`src/rtl/aes_io_pkg.sv`:
```
// Shared types and constants for the AES host-side I/O sequencer.
package aes_io_pkg;

  // Sequencer states
  typedef enum logic [2:0] {
    ST_IDLE,
    ST_KEY_LOAD,
    ST_DATA_LOAD,
    ST_RUN,
    ST_READ,
    ST_RELEASE
  } aio_state_e;

  // Key-size encodings on the mode bus
  localparam logic [1:0] MODE_128     = 2'b00;
  localparam logic [1:0] MODE_128_ALT = 2'b01;
  localparam logic [1:0] MODE_192     = 2'b10;
  localparam logic [1:0] MODE_256     = 2'b11;

  // One AES block is four 32-bit words in and four out
  localparam logic [3:0] BLOCK_WORDS = 4'd4;

  // Number of key words (NK) for a given mode
  function automatic logic [3:0] key_words(input logic [1:0] mode);
    case (mode)
      MODE_128, MODE_128_ALT: key_words = 4'd4;
      MODE_192:               key_words = 4'd6;
      MODE_256:               key_words = 4'd8;
      default:                key_words = 4'd4;
    endcase
  endfunction

endpackage

```
`src/rtl/aes_io_out_stage.sv`:
```
// One-entry valid/ready holding register for the result word stream.
// A load always wins; the sequencer never loads while a word is still held.
module aes_io_out_stage
  import aes_io_pkg::*;
#(
  parameter int DW = 32
) (
  input  logic          clk,
  input  logic          rst,
  input  logic          ld,
  input  logic [DW-1:0] ld_data,
  input  logic          out_ready,
  output logic          out_valid,
  output logic [DW-1:0] out_data
);

  // Hold the word until the host takes it; data only changes on a load
  always_ff @(posedge clk or posedge rst) begin
    if (rst) begin
      out_valid <= 1'b0;
      out_data  <= '0;
    end else if (ld) begin
      out_valid <= 1'b1;
      out_data  <= ld_data;
    end else if (out_valid && out_ready) begin
      out_valid <= 1'b0;
    end
  end

endmodule

```
`src/rtl/aes_io_sequencer.sv`:
```
// Host-side load/unload sequencer for the AES control unit: writes key and
// data words into the core memories, raises start, then reads the four
// result words back and streams them to the host before releasing start.
module aes_io_sequencer
  import aes_io_pkg::*;
#(
  parameter int DW = 32
) (
  input  logic          AIO_I_CLK,
  input  logic          AIO_I_RST,
  input  logic          AIO_I_CFG_VALID,
  input  logic [1:0]    AIO_I_CFG_MODE,
  input  logic          AIO_I_CFG_E_D,
  input  logic          AIO_I_IN_VALID,
  input  logic [DW-1:0] AIO_I_IN_DATA,
  output logic          AIO_O_IN_READY,
  output logic          AIO_O_OUT_VALID,
  output logic [DW-1:0] AIO_O_OUT_DATA,
  input  logic          AIO_I_OUT_READY,
  output logic [1:0]    AIO_O_AES_MODE,
  output logic          AIO_O_E_D,
  output logic          AIO_O_D_K,
  output logic [3:0]    AIO_O_COUNT_IO,
  output logic          AIO_O_KEY_LD_WAIT,
  output logic          AIO_O_DATA_LD_WAIT,
  output logic          AIO_O_START,
  input  logic          AIO_I_DATA_DONE,
  output logic          AIO_O_KEY_WE,
  output logic          AIO_O_DATA_WE,
  output logic [2:0]    AIO_O_WADDR,
  output logic [DW-1:0] AIO_O_WDATA,
  output logic          AIO_O_RE,
  output logic [1:0]    AIO_O_RADDR,
  input  logic [DW-1:0] AIO_I_RDATA
);

  aio_state_e    state_q, state_d;

  logic [1:0]    mode_q;
  logic          e_d_q;
  logic          d_k_q;
  logic [3:0]    count_q;
  logic          in_ready_q;
  logic          key_ld_wait_q;
  logic          data_ld_wait_q;
  logic          start_q;
  logic          key_we_q;
  logic          data_we_q;
  logic [2:0]    waddr_q;
  logic [DW-1:0] wdata_q;
  logic          re_q;
  logic [1:0]    raddr_q;
  logic          rd_vld_q;   // RDATA is valid this cycle (RE delayed by one)

  logic          out_valid;
  logic [DW-1:0] out_data;

  logic [3:0]    nk;
  logic          accept;
  logic          out_accept;

  assign nk         = key_words(mode_q);
  assign accept     = AIO_I_IN_VALID && in_ready_q;
  assign out_accept = out_valid && AIO_I_OUT_READY;

  // State register
  always_ff @(posedge AIO_I_CLK or posedge AIO_I_RST) begin
    if (AIO_I_RST) state_q <= ST_IDLE;
    else           state_q <= state_d;
  end

  // Next-state decode; raddr_q doubles as the readout word index
  always_comb begin
    state_d = state_q;
    case (state_q)
      ST_IDLE:      if (AIO_I_CFG_VALID)               state_d = ST_KEY_LOAD;
      ST_KEY_LOAD:  if (count_q == nk)                 state_d = ST_DATA_LOAD;
      ST_DATA_LOAD: if (count_q == BLOCK_WORDS)        state_d = ST_RUN;
      ST_RUN:       if (AIO_I_DATA_DONE)               state_d = ST_READ;
      ST_READ:      if (out_accept && raddr_q == 2'd3) state_d = ST_RELEASE;
      ST_RELEASE:   if (!AIO_I_DATA_DONE)              state_d = ST_DATA_LOAD;
      default:                                         state_d = ST_IDLE;
    endcase
  end

  // Registered handshake, memory-port and status outputs.
  // IN_READY drops on the edge that takes the last word of a phase, so the
  // phase-complete branch (count == limit) never coincides with an accept.
  always_ff @(posedge AIO_I_CLK or posedge AIO_I_RST) begin
    if (AIO_I_RST) begin
      mode_q         <= 2'b00;
      e_d_q          <= 1'b0;
      d_k_q          <= 1'b0;
      count_q        <= 4'd0;
      in_ready_q     <= 1'b0;
      key_ld_wait_q  <= 1'b1;
      data_ld_wait_q <= 1'b1;
      start_q        <= 1'b0;
      key_we_q       <= 1'b0;
      data_we_q      <= 1'b0;
      waddr_q        <= 3'd0;
      wdata_q        <= '0;
      re_q           <= 1'b0;
      raddr_q        <= 2'd0;
      rd_vld_q       <= 1'b0;
    end else begin
      key_we_q  <= 1'b0;
      data_we_q <= 1'b0;
      re_q      <= 1'b0;
      rd_vld_q  <= re_q;
      case (state_q)
        ST_IDLE: begin
          if (AIO_I_CFG_VALID) begin
            mode_q     <= AIO_I_CFG_MODE;
            e_d_q      <= AIO_I_CFG_E_D;
            in_ready_q <= 1'b1;
          end
        end
        ST_KEY_LOAD: begin
          if (count_q == nk) begin
            key_ld_wait_q  <= 1'b0;
            d_k_q          <= 1'b1;
            count_q        <= 4'd0;
            data_ld_wait_q <= 1'b1;
            in_ready_q     <= 1'b1;
          end else if (accept) begin
            key_we_q <= 1'b1;
            waddr_q  <= count_q[2:0];
            wdata_q  <= AIO_I_IN_DATA;
            count_q  <= count_q + 4'd1;
            if (count_q + 4'd1 == nk) in_ready_q <= 1'b0;
          end
        end
        ST_DATA_LOAD: begin
          if (count_q == BLOCK_WORDS) begin
            data_ld_wait_q <= 1'b0;
            start_q        <= 1'b1;
          end else if (accept) begin
            data_we_q <= 1'b1;
            waddr_q   <= count_q[2:0];
            wdata_q   <= AIO_I_IN_DATA;
            count_q   <= count_q + 4'd1;
            if (count_q + 4'd1 == BLOCK_WORDS) in_ready_q <= 1'b0;
          end
        end
        ST_RUN: begin
          if (AIO_I_DATA_DONE) begin
            re_q    <= 1'b1;
            raddr_q <= 2'd0;
          end
        end
        ST_READ: begin
          // Next read only once the held word has gone to the host
          if (out_accept) begin
            if (raddr_q != 2'd3) begin
              re_q    <= 1'b1;
              raddr_q <= raddr_q + 2'd1;
            end else begin
              start_q <= 1'b0;
            end
          end
        end
        ST_RELEASE: begin
          // Control unit has dropped done: reopen the data phase, key kept
          if (!AIO_I_DATA_DONE) begin
            count_q        <= 4'd0;
            data_ld_wait_q <= 1'b1;
            in_ready_q     <= 1'b1;
          end
        end
        default: ;
      endcase
    end
  end

  aes_io_out_stage #(.DW(DW)) u_out_stage (
    .clk       (AIO_I_CLK),
    .rst       (AIO_I_RST),
    .ld        (rd_vld_q),
    .ld_data   (AIO_I_RDATA),
    .out_ready (AIO_I_OUT_READY),
    .out_valid (out_valid),
    .out_data  (out_data)
  );

  assign AIO_O_IN_READY     = in_ready_q;
  assign AIO_O_OUT_VALID    = out_valid;
  assign AIO_O_OUT_DATA     = out_data;
  assign AIO_O_AES_MODE     = mode_q;
  assign AIO_O_E_D          = e_d_q;
  assign AIO_O_D_K          = d_k_q;
  assign AIO_O_COUNT_IO     = count_q;
  assign AIO_O_KEY_LD_WAIT  = key_ld_wait_q;
  assign AIO_O_DATA_LD_WAIT = data_ld_wait_q;
  assign AIO_O_START        = start_q;
  assign AIO_O_KEY_WE       = key_we_q;
  assign AIO_O_DATA_WE      = data_we_q;
  assign AIO_O_WADDR        = waddr_q;
  assign AIO_O_WDATA        = wdata_q;
  assign AIO_O_RE           = re_q;
  assign AIO_O_RADDR        = raddr_q;

endmodule

```
`config.mk`:
```
export PLATFORM = sky130hd
export DESIGN_NAME = aes_io_sequencer
export DESIGN_NICKNAME = d
export VERILOG_FILES = /design/src/rtl/aes_io_pkg.sv /design/src/rtl/aes_io_out_stage.sv /design/src/rtl/aes_io_sequencer.sv
export SDC_FILE = /design/constraint.sdc
export NUM_CORES = 1
export LEC_CHECK = 0
export ABC_AREA = 1
export BUFFER_PORTS_ARGS = -buffer_cell sky130_fd_sc_hd__buf_2
export CORE_ASPECT_RATIO = 1.1
export CORE_UTILIZATION = 44
export DETAILED_ROUTE_END_ITERATION = 7
export HOLD_SLACK_MARGIN = 0.12
export PLACE_DENSITY = 0.69
export RECOVER_POWER = 50
export SLEW_MARGIN = 20
export SYNTH_ARGS = -nofsm -noshare
export SYNTH_HDL_FRONTEND = slang
export SYNTH_HIERARCHICAL = 1
export SYNTH_SLANG_ARGS = --single-unit
```
`constraint.sdc`:
```
create_clock -name AIO_I_CLK -period 2.2 [get_ports AIO_I_CLK]
set_clock_uncertainty 0.15 [all_clocks]
set_input_delay 0.33 -clock AIO_I_CLK [delete_from_list [all_inputs] [get_ports AIO_I_CLK]]
set_output_delay 0.33 -clock AIO_I_CLK [all_outputs]
set_load 0.05 [all_outputs]
```
# Yosys cells after proc, flatten, opt, wreduce, memory -nomap -nowiden
# Cells that the tools add are included.
[word_totals]
regBits = 89
input_bits = 73
out_inout_bits = 85
word_cells = 122
[op_classes]
n_addsub = 2
n_eq_ne = 29
muxes = 52
reduce_logical = 21
[ops]
columns = ["cell", "count"]
rows = [
  ["32-bit 2-to-1 mux", 3],
  ["32-bit one-hot mux with 2 select lines", 1],
  ["2-bit inequality test (second input constant)", 14],
  ["3-bit 2-to-1 mux", 9],
  ["4-bit one-hot mux with 3 select lines", 2],
  ["1-bit 2-to-1 mux", 23],
  ["3-bit one-hot mux with 6 select lines", 1],
  ["4-bit 2-to-1 mux", 4],
  ["4-bit AND reduction", 3],
  ["4-bit by 3-bit == test with 1-bit output (second input constant)", 2],
  ["4-bit == test", 2],
  ["8-bit AND reduction", 1],
  ["2-bit nonzero test", 4],
  ["2-bit == test (second input constant)", 3],
  ["3-bit by 2-bit == test with 1-bit output (second input constant)", 2],
  ["3-bit == test (second input constant)", 2],
  ["2-bit 2-to-1 mux", 3],
  ["3-bit inequality test (second input constant)", 2],
  ["3-bit one-hot mux with 2 select lines", 1],
  ["3-bit AND reduction", 2],
  ["6-bit AND reduction", 1],
  ["4-bit by 1-bit adder with 4-bit output (second input constant)", 1],
  ["1-bit one-hot mux with 2 select lines", 2],
  ["1-bit one-hot mux with 4 select lines", 1],
  ["12 further kinds", 15],
]

# Depth between registers and ports, before layout
# Gate-level depths: netlist of the first run.
[logic_depth]
ltp_word = 8
mapped_depth = 12

# By module
# The synthesis of the first run kept the hierarchy.
[modules_own_cells]
columns = ["mod", "instances", "cells_per_inst", "area_each_um2", "seq_area_each_um2"]
rows = [
  ["aes_io_sequencer", 1, 316, 2819.0, 1403.8],
  ["aes_io_out_stage", 1, 141, 1330.0, 825.8],
]

# Worst setup path after synthesis of the first run
# Ideal clock, no wire load.
[synth_timing]
kind = "reg2reg"
start = "register count_q[0], in the netlist AIO_O_COUNT_IO[0]"
end = "register wdata_q[1], in the netlist AIO_O_WDATA[1]"
setup_time_ns = 0.120
arrival_ns = 1.879
path_slack_ns = 0.051
stages_incl_launch_ff = 10
cell_sequence = "dfrtp_1 inv_1 ha_1 nand3_1 nor2_4 nor2_4 nand3_4 buf_6 nand2_1 o21ai_2"
[synth_via]
elab_chain_cells = 3
word_cells_on_any_way = 5
classes_between = "eq/ne: 4; reduce/logical: 1"
[synth_lines]
columns = ["item", "line_no", "source"]
rows = [
  ["from (decl)", "aes_io_sequencer.sv:42", "logic [3:0] count_q;"],
  ["from (signal assigned)", "aes_io_sequencer.sv:130", "count_q <= count_q + 4'd1;"],
  ["from (signal assigned)", "aes_io_sequencer.sv:142", "count_q <= count_q + 4'd1;"],
  ["4-bit == test or 4-bit by 3-bit == test with 1-bit output (tied branches)", "aes_io_sequencer.sv:120, aes_io_sequencer.sv:135", ""],
  ["2-bit inequality test (no source line)", "--", ""],
  ["3-bit AND reduction (no source line) *", "--", ""],
  ["to (signal assigned)", "aes_io_sequencer.sv:102", "wdata_q <= '0;"],
  ["to (signal assigned)", "aes_io_sequencer.sv:129", "wdata_q <= AIO_I_IN_DATA;"],
  ["to (signal assigned)", "aes_io_sequencer.sv:141", "wdata_q <= AIO_I_IN_DATA;"],
  ["to (decl)", "aes_io_sequencer.sv:50", "logic [DW-1:0] wdata_q;"],
]
# Every way passes the cells marked *; elsewhere a longest branch is shown, timed or not.
# A chain may end at the register's enable or synchronous reset.

# Final worst setup path of the first run
[layout_timing]
start = "register count_q[0], in the netlist AIO_O_COUNT_IO[0]"
end = "register wdata_q[20], in the netlist AIO_O_WDATA[20]"
# The elaborated chain is that of the path after synthesis.

==> results of run 1 <==
## worst paths after layout
check / cells after the start / slack, ps / endpoint
setup / recovery: 9 / 230 / AIO_O_WDATA[20]$_DFFE_PP0P_
hold / removal: 3 / 220 / AIO_O_KEY_WE$_DFF_PP0_
setup reg to reg: 9 / 230 / AIO_O_WDATA[20]$_DFFE_PP0P_
hold reg to reg: 0 / 230 / rd_vld_q$_DFF_PP0_
max in group asynchronous: 4 / 770 / AIO_O_RADDR[0]$_DFFE_PP0P_
min in group asynchronous: 4 / 610 / u_out_stage/out_data[21]$_DFFE_PP0P_
## layout make-up
| class | instances | share of cell area |
|---|---|---|
| clock buffers | 11 | 0.02268 |
| clock inverters | 5 | 0.01102 |
| inverters | 62 | 0.04148 |
| multi-input cells | 291 | 0.2558 |
| flip-flops and latches | 89 | 0.3850 |
| well taps | 114 | 0.02463 |
| repair buffers | 232 | 0.2595 |
## per-stage QoR
step | util | std cells | setup slack (ps)
2_1_floorplan | - | 457 | 51.37
3_3_place_gp | 0.5508 | 719 | 321.6
3_5_place_dp | 0.5508 | 719 | 254.4
4_1_cts | 0.6492 | 804 | 220.1
5_1_grt | 0.6429 | 804 | 57.34
6_report | 0.6429 | 804 | 229.2
## cells by family (layout without fill, tap and decap cells)
| kind of cell | after synthesis | count (layout) | share of synthesized area |
|---|---|---|---|
| compound gates | 47 | 47 | 0.09590 |
| xor+xnor | 1 | 1 | 0.002111 |
| fa+ha+maj | 3 | 3 | 0.009048 |
| buf+inv | 77 | 310 | 0.1025 |
| flops | 89 | 89 | 0.5374 |
| mux | 2 | 2 | 0.005428 |
| simple gates | 238 | 238 | 0.2476 |
## Yosys cell counts, types with 3 or more instances
cell type,n,area share
o21ai_2,38,0.080
nand2_1,176,0.16
nand4_1,6,0.0090
dfrtp_1,87,0.52
inv_1,56,0.051
nor2_2,3,0.0045
nand2_2,15,0.023
ha_1,3,0.0090
o21ai_0,4,0.0048
nand3_1,13,0.016
nor2_4,5,0.014
inv_2,5,0.0045
clkbuf_8,3,0.010
nor2_1,18,0.016
buf_6,11,0.030
## layer usage
metal / GRT usage / part of all wire / vias up
li1: - / - / 1851
met4: 0.09957 / 0.027 / 0
met3: 0.03891 / 0.059 / 24
met2: 0.3701 / 0.51 / 135
met5: 0 / 0 / -
met1: 0.2407 / 0.41 / 1727
## critical path, delay by kind of cell (launching register included)
kind / cells / cell delay [ps]
simple gates: 5 / 690
buf+inv: 2 / 420
flops: 1 / 380
fa+ha+maj: 1 / 170
compound gates: 1 / 70
## report_power, final
part           internal, mW  switching [mW]
clock                 0.535           0.582
combinational          1.38            4.23
sequential             2.38           0.516
## state kept, by name, indices dropped and copies added, names as in the netlist
name	cells
AIO_O_AES_MODE	2
AIO_O_COUNT_IO	4
AIO_O_DATA_LD_WAIT	1
AIO_O_DATA_WE	1
AIO_O_D_K	1
AIO_O_E_D	1
AIO_O_IN_READY	1
AIO_O_KEY_LD_WAIT	1
AIO_O_KEY_WE	1
AIO_O_RADDR	2
AIO_O_RE	1
AIO_O_START	1
AIO_O_WADDR	3
AIO_O_WDATA	32
rd_vld_q	1
state_q	3
u_out_stage/out_data	32
u_out_stage/out_valid	1
==> impl_metrics.json, run 1 <==
{
  "outcome": "completed",
  "synth_cells": 457,
  "yosysUniqueCellTypes": 27,
  "p_leak_nw": 3.206,
  "timing.final.max_slew_violations": 0,
  "hpwl_um": 6844,
  "period_minus_slack_ps": 1971,
  "num_vias": 3737,
  "finalWirelength_um": 10120,
  "synth_edf_count": 0,
  "worstHoldStart": "AIO_I_IN_VALID",
  "multi_input_area_sq_um": 1481,
  "cts_hold_buf": 69,
  "hold_ws_ps": 217.3,
  "first_pass_iters": 4,
  "slowest_delay_ps": 380,
  "ys_seq_area_frac": 0.5374,
  "die-width_um": 94.59,
  "area_growth_pct": 39.60,
  "num-nets-final": 761,
  "cts_buffer_depth": 2,
  "rsz0062_at_grt": "no",
  "syn_nets": 533,
  "cts_root_buffer": "clkbuf_8",
  "cts_setup_buffers": 0,
  "drt_iter0_markers": 99,
  "slew_headroom": 0.2566,
  "async_flop_share": 1.000,
  "ir_drop_uv": 748.4,
  "insertion_delay_ps": 350,
  "post_cts_resized": 0,
  "antenna_found_initial": 0,
  "ys_ff_latch": 89,
  "port_buffers": 157,
  "grt_pass1_wl_um": 16190,
  "cp_common_cell": "nor2_4",
  "io_pins": 158,
  "place_area_sq_um": 4962,
  "cts_buffers": 9,
  "crit_fanout": 26,
  "syn_area_per_cell_sq_um": 9.079,
  "arrival_ps": 2100,
  "grt.overflow.total": 0,
  "ys.flop_type": "dfrtp_1",
  "post_drt_wl_per_cell_um": 12.59,
  "dieArea_sq_um": 9822,
  "netlist_area_sq_um": 4149,
  "routed_via_density": 4.648,
  "power_density_nw_per_um2": 1661,
  "timing.rr.start": "AIO_O_COUNT_IO[0]$_DFFE_PP0P_",
  "worst_setup_hold_path_clk_slew_ps": 90,
  "clock-sinks": 89,
  "fmax_ghz": 0.5074,
  "power_mw": 9.622,
  "period_share": 0.8958,
  "cts_tree": "yes",
  "post-route-drc-count": 0,
  "maxCapViolCount": 0,
  "min_path_type": "in -> reg",
  "grt_max_degree": 57,
  "drive_gt1_frac": 0.3246,
  "fill_cells": 745,
  "grt_pass1_vias": 3627,
  "cpMaxStageDelayCell": "dfrtp_1",
  "end_kind": "register",
  "final_common_cell": "nand2_1",
  "final_cell_area_sq_um": 5792,
  "hold_viol": 0,
  "std_cell_rows": 36,
  "gp_congestion": 0.8366,
  "crit_type": "reg -> reg",
  "crit_start": "AIO_O_COUNT_IO[0]$_DFFE_PP0P_",
  "regArea_sq_um": 2230,
  "die_h_um": 103.8,
  "cts_htree_levels": 3,
  "cp-start-kind": "register",
  "yosysWarnings": 6,
  "start_util": 0.4606,
  "core_area_sq_um": 9009,
  "antenna_left": 0,
  "grt_use_total": 0.2100,
  "layout_common_cells": "180 x nand2_1, 134 x buf_2, 87 x dfrtp_1",
  "crit_required_ps": 2330,
  "worstPathCellList": "inv_1 -> ha_1 -> nand3_1 -> nor2_4 -> nor2_4 -> nand3_4 -> buf_4 -> nand2_1 -> o21ai_2",
  "tns_ps": 0,
  "antenna_cells": 0,
  "tightest_slew_ps": 1115,
  "setup_viol": 0
}
Note: power is estimated with default switching activity, not from simulation.
==> run 2: changes to the inputs <==
- CORE_UTILIZATION: 44 -> 48
- PLACE_DENSITY: 0.69 -> 0.76
- SYNTH_HIERARCHICAL: 1 -> not set
==> impl_metrics.json, run 2 <==
{
  "outcome": "completed",
  "clock-sinks": 89,
  "num-nets-final": 752,
  "ys_top_cells_by_area": "dfrtp_1 56%, nand2_1 19%, nand3_1 5.9%",
  "period_share": 0.8748,
  "first_pass_iters": 5,
  "slowest_delay_ps": 760,
  "tns_ps": 0,
  "cts_buffer_depth": 2,
  "place_area_sq_um": 4772,
  "layout_common_cells": "194 x nand2_1, 151 x buf_2, 87 x dfrtp_1",
  "grt_pass1_vias": 3566,
  "drive_gt1_frac": 0.3157,
  "yosysUniqueCellTypes": 29,
  "period_minus_slack_ps": 1925,
  "setup_viol": 0,
  "syn_area_per_cell_sq_um": 8.653,
  "post_cts_resized": 0,
  "grt_max_degree": 49,
  "synth_mux_area_frac": 0.005784,
  "ys_ff_latch": 89,
  "crit_family": "buffers and inverters",
  "ys_seq_area_frac": 0.5726,
  "num_vias": 3805,
  "rsz0062_at_grt": "no",
  "instances_no_fill": 789,
  "synth-compound-area-share": 0.02892,
  "cp-start-kind": "register",
  "final_cell_area_sq_um": 5657,
  "ir_drop_uv": 916.3,
  "final_common_cell": "nand2_1",
  "antenna_left": 0,
  "area_growth_pct": 45.28,
  "synth_top_family_by_area": "simple AND/OR/NAND/NOR gates",
  "ys.flop_type": "dfrtp_1",
  "power_density_nw_per_um2": 1701,
  "async_flop_share": 1.000,
  "hold_viol": 0,
  "routed_via_density": 4.823,
  "tightest_slew_ps": 1333,
  "antenna_cells": 0,
  "yosysWarnings": 0,
  "dieArea_sq_um": 8476,
  "cpMaxStageDelayCell": "clkbuf_1",
  "yosys.area.top_type": "dfrtp_1",
  "dp_cells": 704,
  "crit_required_ps": 2230,
  "cts_tree": "yes",
  "die-width_um": 87.88,
  "start_util": 0.4948,
  "cts_root_buffer": "clkbuf_8",
  "post_drt_wl_per_cell_um": 13.16,
  "grt.overflow.total": 0,
  "port_buffers": 157,
  "fin_util": 0.7188,
  "netlist_top_cells_count": "194 x nand2_1, 87 x dfrtp_1, 46 x nand3_1",
  "core_area_sq_um": 7870,
  "netlist_area_sq_um": 3894,
  "synthSimpleGateAreaFrac": 0.3242,
  "end_kind": "register",
  "worst_setup_hold_path_clk_slew_ps": 80,
  "min_path_type": "in -> reg",
  "slew_headroom": 0.1116,
  "p_leak_nw": 3.147,
  "grt_pass1_wl_um": 15810,
  "gp_congestion": 0.8970,
  "synth_cells": 450,
  "std_cell_rows": 34,
  "fmax_ghz": 0.5196,
  "timing.final.max_slew_violations": 0,
  "maxCapViolCount": 0,
  "hpwl_um": 6670,
  "insertion_delay_ps": 350,
  "synthAdderAreaFrac": 0.009640,
  "io_pins": 158,
  "finalWirelength_um": 10380,
  "synth.most_common_cell": "nand2_1",
  "grt_use_total": 0.2433,
  "antenna_found_initial": 0,
  "cts_buffers": 9,
  "fill_cells": 588,
  "drt_iter0_markers": 169,
  "cts_htree_levels": 3,
  "arrival_ps": 1950,
  "syn_nets": 526,
  "synth_top_area_frac": 0.5591,
  "hold_ws_ps": 192.3,
  "die_h_um": 96.46,
  "synth_xor_area_frac": 0.002249,
  "crit_fanout": 22,
  "synth_edf_count": 0,
  "post-route-drc-count": 0,
  "worstPathCellList": "inv_1 -> clkbuf_1 -> o21ai_0",
  "path_buf_inv": 2,
  "crit_type": "reg -> reg"
}
==> run 2: cells by family (layout without fill, tap and decap cells) <==
| group | count (synthesis) | after routing |
|---|---|---|
| AO/OA/AOI/OAI | 19 | 19 |
| XOR/XNOR | 1 | 1 |
| adder cells (fa/ha/maj) | 3 | 3 |
| buffers and inverters | 46 | 277 |
| flip-flops | 89 | 89 |
| multiplexers | 2 | 2 |
| AND/OR/NAND/NOR | 290 | 290 |
==> run 2: layout make-up <==
class                      count  area (sq um)  area share
sequential                    89          2230      0.3942
clock buffer                  11         151.4     0.02676
timing repair buffer         234          1529      0.2703
multi-input combinational    315          1444      0.2553
clock inverter                 5         62.56     0.01106
tap                          108         135.1     0.02389
inverter                      27         105.1     0.01858
==> run 2: repair_timing <==
action | in CTS | in global routing
hold endpoints to repair | 155 | 0
setup buffers | 0 | 0
endpoints found under the setup margin | 0 | 0
hold buffers | 69 | 0
==> run 2: worst paths after layout <==
kind                                    start                                    to  slack, ps  depth (start not counted)
max reg2reg                rd_vld_q$_DFF_PP0_     u_out_stage.out_valid$_DFFE_PP0P_        280                          3
min                           AIO_I_CFG_VALID         AIO_O_AES_MODE[0]$_DFFE_PP0P_        190                          3
min reg2reg                AIO_O_RE$_DFF_PP0_                    rd_vld_q$_DFF_PP0_        230                          0
min in group asynchronous           AIO_I_RST  u_out_stage.out_data[14]$_DFFE_PP0P_        730                          4
max in group asynchronous           AIO_I_RST            AIO_O_WDATA[8]$_DFFE_PP0P_        370                          4
max                        rd_vld_q$_DFF_PP0_     u_out_stage.out_valid$_DFFE_PP0P_        280                          3
==> run 2: metrics by stage <==
stage / setup WS, ps / power (mW)
final: 275.3 / 9.620
after global routing: 116.9 / 10.23
after global placement: 475.1 / 8.241
after CTS: 390.7 / 9.652
after detailed placement: 411.6 / 8.372
after floorplan: 89.54 / 7.123
==> run 2: routing by layer <==
layer	vias up	routed length, um	GRT usage
met4	0	276	0.1189
met3	25	551	0.03568
met1	1775	4106	0.2839
met5	-	0	0
li1	1864	-	-
met2	141	5446	0.4373
==> run 2: power by group <==
group	internal (mW)	switching [mW]	leakage, nW
Combinational	1.34	4.27	1.94
Clock	0.593	0.571	0.102
Sequential	2.38	0.477	1.11
Total	4.31	5.31	3.15
==> run 2: worst reg2reg max path, cell delays in order (launching register included) <==
cell and delay (ps):
dfrtp_1 380, inv_1 270, clkbuf_1 760, o21ai_0 190
